$ cat src/rtl/state_dump_streamer.sv
// Walks the register file and a data-memory window after a run and
// streams every value out as a {kind, index, data} record.
module state_dump_streamer #(
    parameter int          NUM_REGS  = 32,
    parameter logic [31:0] MEM_BASE  = 32'h10010000,
    parameter int          MEM_WORDS = 5
) (
    input  logic        clk,
    input  logic        reset,
    input  logic        start,
    output logic [4:0]  rf_raddr,
    input  logic [31:0] rf_rdata,
    output logic [31:0] mem_addr,
    input  logic [31:0] mem_rdata,
    output logic        out_valid,
    input  logic        out_ready,
    output logic        out_kind,
    output logic [31:0] out_index,
    output logic [31:0] out_data,
    output logic        busy,
    output logic        done
);

    typedef enum logic [2:0] {
        IDLE, REG_RD, REG_OUT, MEM_RD, MEM_OUT, FIN
    } state_t;

    localparam logic [4:0] LAST_REG = 5'(NUM_REGS - 1);
    localparam logic [7:0] LAST_MEM = 8'(MEM_WORDS - 1);

    state_t     state, state_nx;
    logic [4:0] reg_cnt;
    logic [7:0] mem_cnt;
    logic       fire;

    assign fire      = out_valid && out_ready;
    assign rf_raddr  = reg_cnt;
    assign out_valid = (state == REG_OUT) || (state == MEM_OUT);
    assign busy      = (state == REG_RD) || (state == REG_OUT) ||
                       (state == MEM_RD) || (state == MEM_OUT);
    assign done      = (state == FIN);

    always_comb begin
        state_nx = state;
        unique case (state)
            IDLE:    if (start) state_nx = REG_RD;
            REG_RD:  state_nx = REG_OUT;
            REG_OUT: begin
                if (fire) begin
                    if (reg_cnt != LAST_REG) state_nx = REG_RD;
                    else if (MEM_WORDS == 0) state_nx = FIN;
                    else                     state_nx = MEM_RD;
                end
            end
            MEM_RD:  state_nx = MEM_OUT;
            MEM_OUT: begin
                if (fire)
                    state_nx = (mem_cnt == LAST_MEM) ? FIN : MEM_RD;
            end
            FIN:     state_nx = IDLE;
            default: state_nx = IDLE;
        endcase
    end

    always_ff @(posedge clk or negedge reset) begin
        if (!reset) begin
            state     <= IDLE;
            reg_cnt   <= '0;
            mem_cnt   <= '0;
            mem_addr  <= '0;
            out_kind  <= 1'b0;
            out_index <= '0;
            out_data  <= '0;
        end else begin
            state <= state_nx;
            unique case (state)
                IDLE: begin
                    if (start) reg_cnt <= '0;
                end
                REG_RD: begin
                    out_data  <= rf_rdata;
                    out_index <= {27'd0, reg_cnt};
                    out_kind  <= 1'b0;
                end
                REG_OUT: begin
                    if (fire && reg_cnt != LAST_REG) begin
                        reg_cnt <= reg_cnt + 5'd1;
                    end else if (fire && MEM_WORDS != 0) begin
                        mem_cnt  <= '0;
                        mem_addr <= MEM_BASE;
                    end
                end
                MEM_RD: begin
                    out_data  <= mem_rdata;
                    out_index <= mem_addr;
                    out_kind  <= 1'b1;
                end
                MEM_OUT: begin
                    // Address advances with the count; 32-bit wrap is intended
                    if (fire && mem_cnt != LAST_MEM) begin
                        mem_cnt  <= mem_cnt + 8'd1;
                        mem_addr <= mem_addr + 32'd4;
                    end
                end
                default: ;
            endcase
        end
    end

endmodule

$ cat config.mk
export PLATFORM = sky130hd
export DESIGN_NAME = state_dump_streamer
export DESIGN_NICKNAME = d
export VERILOG_FILES = /design/src/rtl/state_dump_streamer.sv
export SDC_FILE = /design/constraint.sdc
export NUM_CORES = 1
export LEC_CHECK = 0
export ABC_AREA = 1
export BUFFER_PORTS_ARGS = -buffer_cell sky130_fd_sc_hd__clkbuf_2
export CAP_MARGIN = 0
export CORE_AREA = 2 2 107 109
export CTS_CLUSTER_DIAMETER = 100
export DETAILED_ROUTE_END_ITERATION = 12
export DIE_AREA = 0 0 109 111
export PLACE_DENSITY = 0.88
export SYNTH_ARGS = -nofsm -noshare
export SYNTH_HDL_FRONTEND = slang
export SYNTH_SLANG_ARGS = --single-unit
$ cat constraint.sdc
create_clock -name clk -period 2.35 [get_ports clk]
set_clock_uncertainty 0.15 [all_clocks]
set_input_delay 0.1175 -clock clk [delete_from_list [all_inputs] [get_ports clk]]
set_output_delay 0.1175 -clock clk [all_outputs]
set_load 0.01 [all_outputs]
==> After elaboration in Yosys (flattened, before gate mapping) <==
Cells that the tools add are included.
{ "classes": {"add_sub_neg": 3, "n_mul": 0, "n_div": 0, "n_lt_le_gt_ge": 0, "n_eq_ne": 14, "shifts": 0, "n_mux": 20, "bitwise": 0, "n_reduce_logical": 14} }
{ "ops": {"columns": ["op", "n"], "rows": [
  ["$pmux W32 S2", 3],
  ["$mux W32", 3],
  ["$add A32 B3 Y32 const B", 1],
  ["$mux W8", 3],
  ["$pmux W8 S2", 1],
  ["$pmux W3 S5", 1],
  ["$mux W3", 4],
  ["$mux W5", 2],
  ["$pmux W5 S2", 1],
  ["$add A8 B1 Y8 const B", 1],
  ["$eq A8 B3 Y1 const B", 1],
  ["$ne A2 B2 Y1 const B", 4],
  ["$ne A8 B3 Y1 const B", 1],
  ["$eq A3 B2 Y1 const B", 2],
  ["$eq A3 B3 Y1 const B", 2],
  ["$reduce_and A3 Y1", 2],
  ["$reduce_bool A2 Y1", 3],
  ["$add A5 B1 Y5 const B", 1],
  ["$ne A5 B5 Y1 const B", 1],
  ["$logic_or A1 B1 Y1", 4],
  ["$ne A2 B1 Y1 const B", 2],
  ["$reduce_and A4 Y1", 1],
  ["$eq A3 B1 Y1 const B", 1],
  ["$logic_and A1 B1 Y1", 3],
  ["3 further kinds", 3]
]} }
{ "totals": {"ff_bits": 113, "latch_bits": 0, "ramBits": 0, "mem_bits_ro": 0, "output_inout_bits": 105, "memories": 0} }

==> Logic depth before layout (Yosys ltp) <==
Gate-level depths: netlist of the first run.
{ "depth": {"depth_word": 6, "depth_mapped": 13} }

==> Worst setup path before layout of the first run <==
No wires, ideal clock.
{ "synth_timing": {"path_type": "register to register", "startpoint": "register reg_cnt[0] (netlist: rf_raddr[0])", "endpoint": "register mem_cnt[6]", "setup_ps": 116, "arrival_time_ps": 1754, "setup_slack_ps": 330, "stages_incl_launch_ff": 14, "path_buffers": 1, "synth_period_minus_slack_ps": 2020, "path_cell_list": "dfrtp_1 > ha_1 > nand2_1 > nor2_1 > ha_1 > nor2_1 > inv_2 > nor2_2 > nor2_2 > nand3_4 > inv_2 > buf_6 > nand2_1 > nand2_1"} }
{ "synth_between": {"elab_chain_cells": 4} }
{ "synth_rtl": {"columns": ["item", "line_no", "text"], "rows": [
  ["from (decl)", "32", "logic [4:0] reg_cnt;"],
  ["from (signal assigned)", "87", "reg_cnt <= reg_cnt + 5'd1;"],
  ["$ne A5 B5 Y1", "86", "if (fire && reg_cnt != LAST_REG) begin"],
  ["$logic_and A1 B1 Y1", "86", null],
  ["$ne A2 B2 Y1 (no source line)", null, null],
  ["$reduce_and A4 Y1 (no source line)", null, null],
  ["to (signal assigned)", "101", "mem_cnt <= mem_cnt + 8'd1;"],
  ["to (decl)", "33", "logic [7:0] mem_cnt;"]
]} }
Every way passes these cells.
A chain may end at the register's enable or synchronous reset.

==> Worst setup path in the final report of the first run <==
{ "layout_timing": {"startpoint": "register state[0]", "endpoint": "register out_data[12]"} }
{ "layout_between": {"elab_chain_cells": 2, "elab_cells_between_ends": 4, "classes_between": "2 x eq/ne; 1 x mux; 1 x reduce/logical"} }
{ "layout_rtl": {"columns": ["item", "line_no", "text"], "rows": [
  ["from (decl)", "31", "state_t state, state_nx;"],
  ["from (signal assigned)", "75", "state <= state_nx;"],
  ["$eq A3 B2 Y1 or $eq A3 B1 Y1 (tied branches)", "76", "unique case (state)"],
  ["$pmux W32 S2 or $reduce_bool A2 Y1 (tied branches)", null, null],
  ["to (signal assigned)", "81", "out_data <= rf_rdata;"],
  ["to (signal assigned)", "94", "out_data <= mem_rdata;"],
  ["to (decl)", "19", "output logic [31:0] out_data,"]
]} }
Parallel ways exist; a longest one is shown, timed or not.

==> metrics.txt, run 1 <==
fmax=460 MHz; Die W=109 um; register-to-register setup slack=0.18 ns; Critical Path Slowest Stage Cell=dlygate4sd3_1; unrepaired setup endpoints after global routing=false; vias in the first global route=5705; critical path peak fanout=34; pwr/cell area=1110 nW/um^2; DRC viols=0; maxcap violations=0; worst endpoint required time=2.49 ns; Placer Congestion=0.952; hpwl dp=11400 um; All-Layer GR Usage=0.293; share of cells above drive strength 1=0.233; #FFs+latches synth=111; initial antenna violation count=0; Initial Utilization=0.500; Core Region=11100 um^2; area grow syn2layout=36.2%; first-pass GRT wire length=27800 um; Post-Route Setup TNS=0 ns; warnings from Yosys=0; Synth Area in Adders=0.0113; Clock transition at path regs=0.08 ns; Sink Count=111; Root Driver=clkbuf_16; Synth Area in Compound Gates=0.0603; Mapped Cells=726; Max VDD drop=0.000865 V; endpoint class of the critical path=register; Die H=111 um; row cnt=39; DIE AREA=12100 um^2; post-synthesis sequential area ratio=0.502; clk_lat worst skew=0.35 ns; initial DRC count=631; Synth Area per Inst=7.63 um^2; post-route cell area=7540 um^2; NumNets Final=1032; Reg area=2780 um^2; final setup fails=0; final WL=17900 um; CTS tree=yes; Synth Cell Area=5540 um^2; XOR/XNOR Fraction of Synth Area=0.0158; count of input and output buffers=170; # diodes=0; mux cell area share after synthesis=0; Slew Viols, Final=0; dpl cell area=6530 um^2; final hold slack=0.121 ns; Setup CP Type=reg2reg; class of the tightest hold or removal check=in2reg; Slew @ Worst Pin=0.611 ns; CP Data Arrival Time=2.31 ns; outcome=finished clean; Crit path top cell by count=inv_2; LEAKAGE=3.84 nW; part of the cycle the worst path needs=0.924; global route overflow=0; routed len/inst=16.2 um; # IOs=173; largest net degree at the start of global routing=67; maximum clock insertion buffer count=2; Worst slew margin=0.592; CTS H-tree depth=3; crit path time final=2.17 ns; fraction of the mapped netlist area in simple logic gates=0.347; CTS buffer count=9; slowest stage delay, CP=0.55 ns; Via density=5.31; Worst Setup Start Kind=register; largest family of logic cells by synthesized area=simple AND/OR/NAND/NOR gates; Total Power=8.34 mW; Fillers=860; via count=5876; crit path cell chain=inv_2 -> nor2_4 -> inv_2 -> nor2_2 -> buf_4 -> nand2_1 -> nand3_1 -> dlygate4sd3_1; multi-input logic area=2420 um^2; Synth cell types=31; Final Hold Fails=0; Post-DRT Antenna Nets=0; fin util=0.681; first drt pass iteration count=5
==> flip-flops by register name, summed over array words and instances (netlist names) <==
name and flops:
out_kind 1, out_data 32, out_index 32, rf_raddr 5
mem_cnt 8, state 3, mem_addr 30
==> cell usage after synthesis (all sizes together) <==
cell | count | share of area
nor3 | 1 | 0.00090
nor2 | 73 | 0.055
or2 | 2 | 0.0023
clkbuf | 13 | 0.0088
nand2 | 264 | 0.18
o211ai | 1 | 0.0014
o21ai | 52 | 0.048
o221ai | 3 | 0.0047
xnor2 | 1 | 0.0016
buf | 16 | 0.019
inv | 52 | 0.035
xor2 | 9 | 0.014
a21oi | 5 | 0.0052
nand4 | 3 | 0.0034
ha | 5 | 0.011
conb | 1 | 0.00068
nand3 | 113 | 0.11
dfrtp | 111 | 0.50
a21boi | 1 | 0.0014
==> what timing repair did <==
item / 4_1_cts / 5_1_grt
hold buffers: 66 / 0
pin swaps: 0 / 1
gates resized for setup: 1 / 1
buffers inserted: 0 / 5
endpoints found under the setup margin: 2 / 55
hold endpoints to repair: 77 / 0
gates cloned: 0 / 0
==> power breakdown <==
part	internal, mW	switching [mW]	leakage [nW]	total [mW]
clock	0.836	0.710	0.147	1.55
combinational	1.63	2.17	2.23	3.80
sequential	2.49	0.505	1.47	2.99
==> per-layer routing <==
metal | vias up | global-route usage | wire length (um)
met5 | - | 0 | 0
met4 | 0 | 0.118 | 565
met3 | 54 | 0.0647 | 1360
met2 | 267 | 0.490 | 8740
met1 | 2768 | 0.363 | 7240
li1 | 2787 | - | -
==> metrics by stage <==
| stage | setup slack (ns) | instances |
|---|---|---|
| 4_1_cts | 0.0222 | 1102 |
| 6_report | 0.178 | 1107 |
| 3_3_place_gp | 0.0679 | 1020 |
| 2_1_floorplan | 0.330 | 727 |
| 5_1_grt | 0.0771 | 1107 |
| 3_5_place_dp | 0.0124 | 1020 |
==> final timing paths <==
path                       cells after the start            end          start
setup / recovery                               8   out_data[12]       state[0]
hold / removal                                 4       state[0]          start
setup reg to reg                               8   out_data[12]       state[0]
hold reg to reg                                2  out_index[15]  out_index[15]
max in group asynchronous                      3    mem_addr[6]          reset
min in group asynchronous                      2  out_index[18]          reset
==> cell usage in the layout (no fill, tap or decap), types with 2 or more instances in the layout <==
cell | synthesis | final
buf_4 | 7 | 11
o21ai_0 | 28 | 28
nor2_2 | 7 | 6
inv_6 | 0 | 2
nand3_1 | 111 | 111
buf_12 | 0 | 4
inv_1 | 43 | 43
xor2_1 | 9 | 9
conb_1 | 1 | 2
clkbuf_2 | 0 | 169
dlygate4sd3_1 | 0 | 66
a21oi_1 | 4 | 4
clkbuf_16 | 0 | 9
ha_1 | 5 | 5
or2_2 | 2 | 2
nor2_4 | 2 | 3
o221ai_1 | 3 | 3
nand2_2 | 2 | 2
dfrtp_1 | 111 | 111
inv_2 | 9 | 8
nor2_1 | 64 | 64
nand2_1 | 262 | 262
clkinv_4 | 0 | 3
o21ai_1 | 23 | 23
nand4_1 | 3 | 3
==> cell type report <==
type,instances,area share
sequential,111,0.368
multi-input combinational,535,0.321
timing repair buffer,250,0.221
clock buffer,10,0.0304
inverter,52,0.0265
tap,143,0.0237
clock inverter,6,0.00929
==> kinds of logic after synthesis <==
kind of cell,count (synthesis)
simple gates,456
flops,111
buf+inv,81
compound gates,62
xor+xnor,10
fa+ha+maj,5
other cells,1
==> critical path, delay by kind of cell, from the launching register on <==
family / cells / cell delay [ns]
buf+inv: 4 / 1.06
simple gates: 4 / 0.47
flops: 1 / 0.41
Note: power is estimated with default switching activity, not from simulation.
==> run 2, diff against run 1 <==
--- a/config.mk
+++ b/config.mk
@@ -14,4 +14,5 @@
 export DIE_AREA = 0 0 109 111
 export PLACE_DENSITY = 0.88
+export RECOVER_POWER = 50
 export SYNTH_ARGS = -nofsm -noshare
 export SYNTH_HDL_FRONTEND = slang
--- a/constraint.sdc
+++ b/constraint.sdc
@@ -3,3 +3,3 @@
 set_input_delay 0.1175 -clock clk [delete_from_list [all_inputs] [get_ports clk]]
 set_output_delay 0.1175 -clock clk [all_outputs]
-set_load 0.01 [all_outputs]
+set_load 0.02 [all_outputs]
==> run 2 against run 1 <==
  * Routed wire length shrank 1.9%
  * Clock power barely moved
  * Worst hold slack better by 0.0044 ns
  * Via count increased by 0.17%
  * Setup slack better by 0.0022 ns
  * Register-to-register slack is essentially flat
  * Sequential power hardly changed
  * Die area did not move
  * Power is 2.8% higher
  * Utilization decreased by 1.2 points
  * Combinational power is 7.1% higher
==> metrics.txt, run 2 (synthesis gave the netlist of run 1 again) <==
outcome=finished clean; first-pass GRT wire length=27900 um; Clk pwr share=0.177; Fillers=912; via count=5886; Worst slew margin=0.248; unrepaired setup endpoints after global routing=false; initial DRC count=663; Switch Pwr=3.77 mW; Post-DRT Antenna Nets=0; post-route cell area=7410 um^2; sequential power share=0.349; most frequent cells in the layout=nand2_1, nand3_1, dfrtp_1; Die H=111 um; # IOs=173; Core Region=11100 um^2; maximum clock insertion buffer count=2; CTS buffer count=9; global route overflow=0; largest registers=out_data (32), out_index (32), mem_addr (30); Slew @ Worst Pin=1.13 ns; row cnt=39; part of the cycle the worst path needs=0.923; first drt pass iteration count=7; Final Hold Fails=0; CP Data Arrival Time=2.30 ns; Worst Setup Start Kind=register; All-Layer GR Usage=0.295; worst endpoint required time=2.48 ns; Max VDD drop=0.000722 V; crit path time final=2.17 ns; area grow syn2layout=33.8%; Via density=5.32; Setup CP Type=reg2reg; dpl cell area=6530 um^2; DRC viols=0; vias in the first global route=5779; endpoint class of the critical path=register; largest net degree at the start of global routing=45; count of input and output buffers=170; combinational share of power=0.474; Initial Utilization=0.500; class of the tightest hold or removal check=in2reg; Sink Count=111; DIE AREA=12100 um^2; fmax=461 MHz; Slew Viols, Final=0; leading cell type in the layout, fill and taps excluded=nand2_1; # diodes=0; Placer Congestion=0.917; final WL=17600 um; clk_lat worst skew=0.35 ns; Clock transition at path regs=0.07 ns; critical path peak fanout=34; Cell Int Power=4.81 mW; share of cells above drive strength 1=0.152; CTS H-tree depth=3; fin util=0.669; CTS tree=yes; Root Driver=clkbuf_16; maxcap violations=0; NumNets Final=1032; pwr/cell area=1160 nW/um^2; initial antenna violation count=0; register-to-register setup slack=0.18 ns; Die W=109 um; final setup fails=0; hpwl dp=11300 um; sw frac=0.439; routed len/inst=15.9 um; LEAKAGE=3.58 nW
==> run 2: cell types whose count changed in the layout (fill, tap and decap cells not counted) <==
cell | before | now
buf_12 | 4 | 2
clkinv_4 | 3 | 1
clkbuf_4 | 0 | 1
clkinv_2 | 1 | 2
clkbuf_2 | 169 | 93
clkbuf_1 | 1 | 79
==> run 2: what timing repair did <==
item	in CTS	in global routing
hold endpoints to repair	76	0
setup buffers	0	3
resized for setup	1	1
endpoints found under the setup margin	1	25
hold buffers	66	0
==> run 2: metal layers <==
layer  up-vias  GRT usage  wire length, um
met4         0      0.125              535
met1      2786      0.369             7110
met2       262      0.495             8500
li1       2786          -                -
met3        52     0.0541             1420
met5         -          0                0
==> run 2: worst max-delay path, stage by stage (launching register included) <==
cell           delay [ns]
dfrtp_1              0.44
buf_4                0.24
nor2_2               0.11
buf_4                0.34
nand2_1              0.16
nand3_1              0.10
dlygate4sd3_1        0.55
==> run 2: power groups by stage <==
stage	Clock [mW]	Sequential [mW]	Combinational (mW)
final	1.52	2.99	4.07
after global placement	0	2.96	3.32
after floorplan	0	3.53	1.62
after global routing	1.63	3.05	4.42
after CTS	1.54	2.95	4.02
after detailed placement	0	2.99	3.38
==> run 2: path summary, 6_finish.rpt <==
kind,startpoint,to,cells past startpoint
max,state[1],out_data[24],6
min,start,state[0],4
max reg2reg,state[1],out_data[24],6
min reg2reg,out_index[14],out_index[14],2
max in group asynchronous,reset,rf_raddr[2],3
min in group asynchronous,reset,out_data[7],2
==> run 2: area by class of cell <==
type	instances	area (um^2)	area share
clock buffer	11	233	0.0314
inverter	52	200	0.0270
timing repair buffer	250	1550	0.209
multi-input combinational	535	2420	0.326
clock inverter	5	57.6	0.00777
sequential	111	2780	0.375
tap	143	179	0.0241
==> run 2: through the flow <==
stage               instances  setup WS (ns)  hold slack [ns]  power (mW)  TNS, ns
global route             1107         0.0472            0.145        9.09        0
finish                   1107          0.180            0.125        8.57        0
detailed placement       1022        -0.0123          0.00823        6.37  -0.0123
global placement         1022         0.0664         -0.00443        6.27        0
floorplan                 727          0.269           -0.328        5.15        0
CTS                      1104         0.0892            0.104        8.52        0
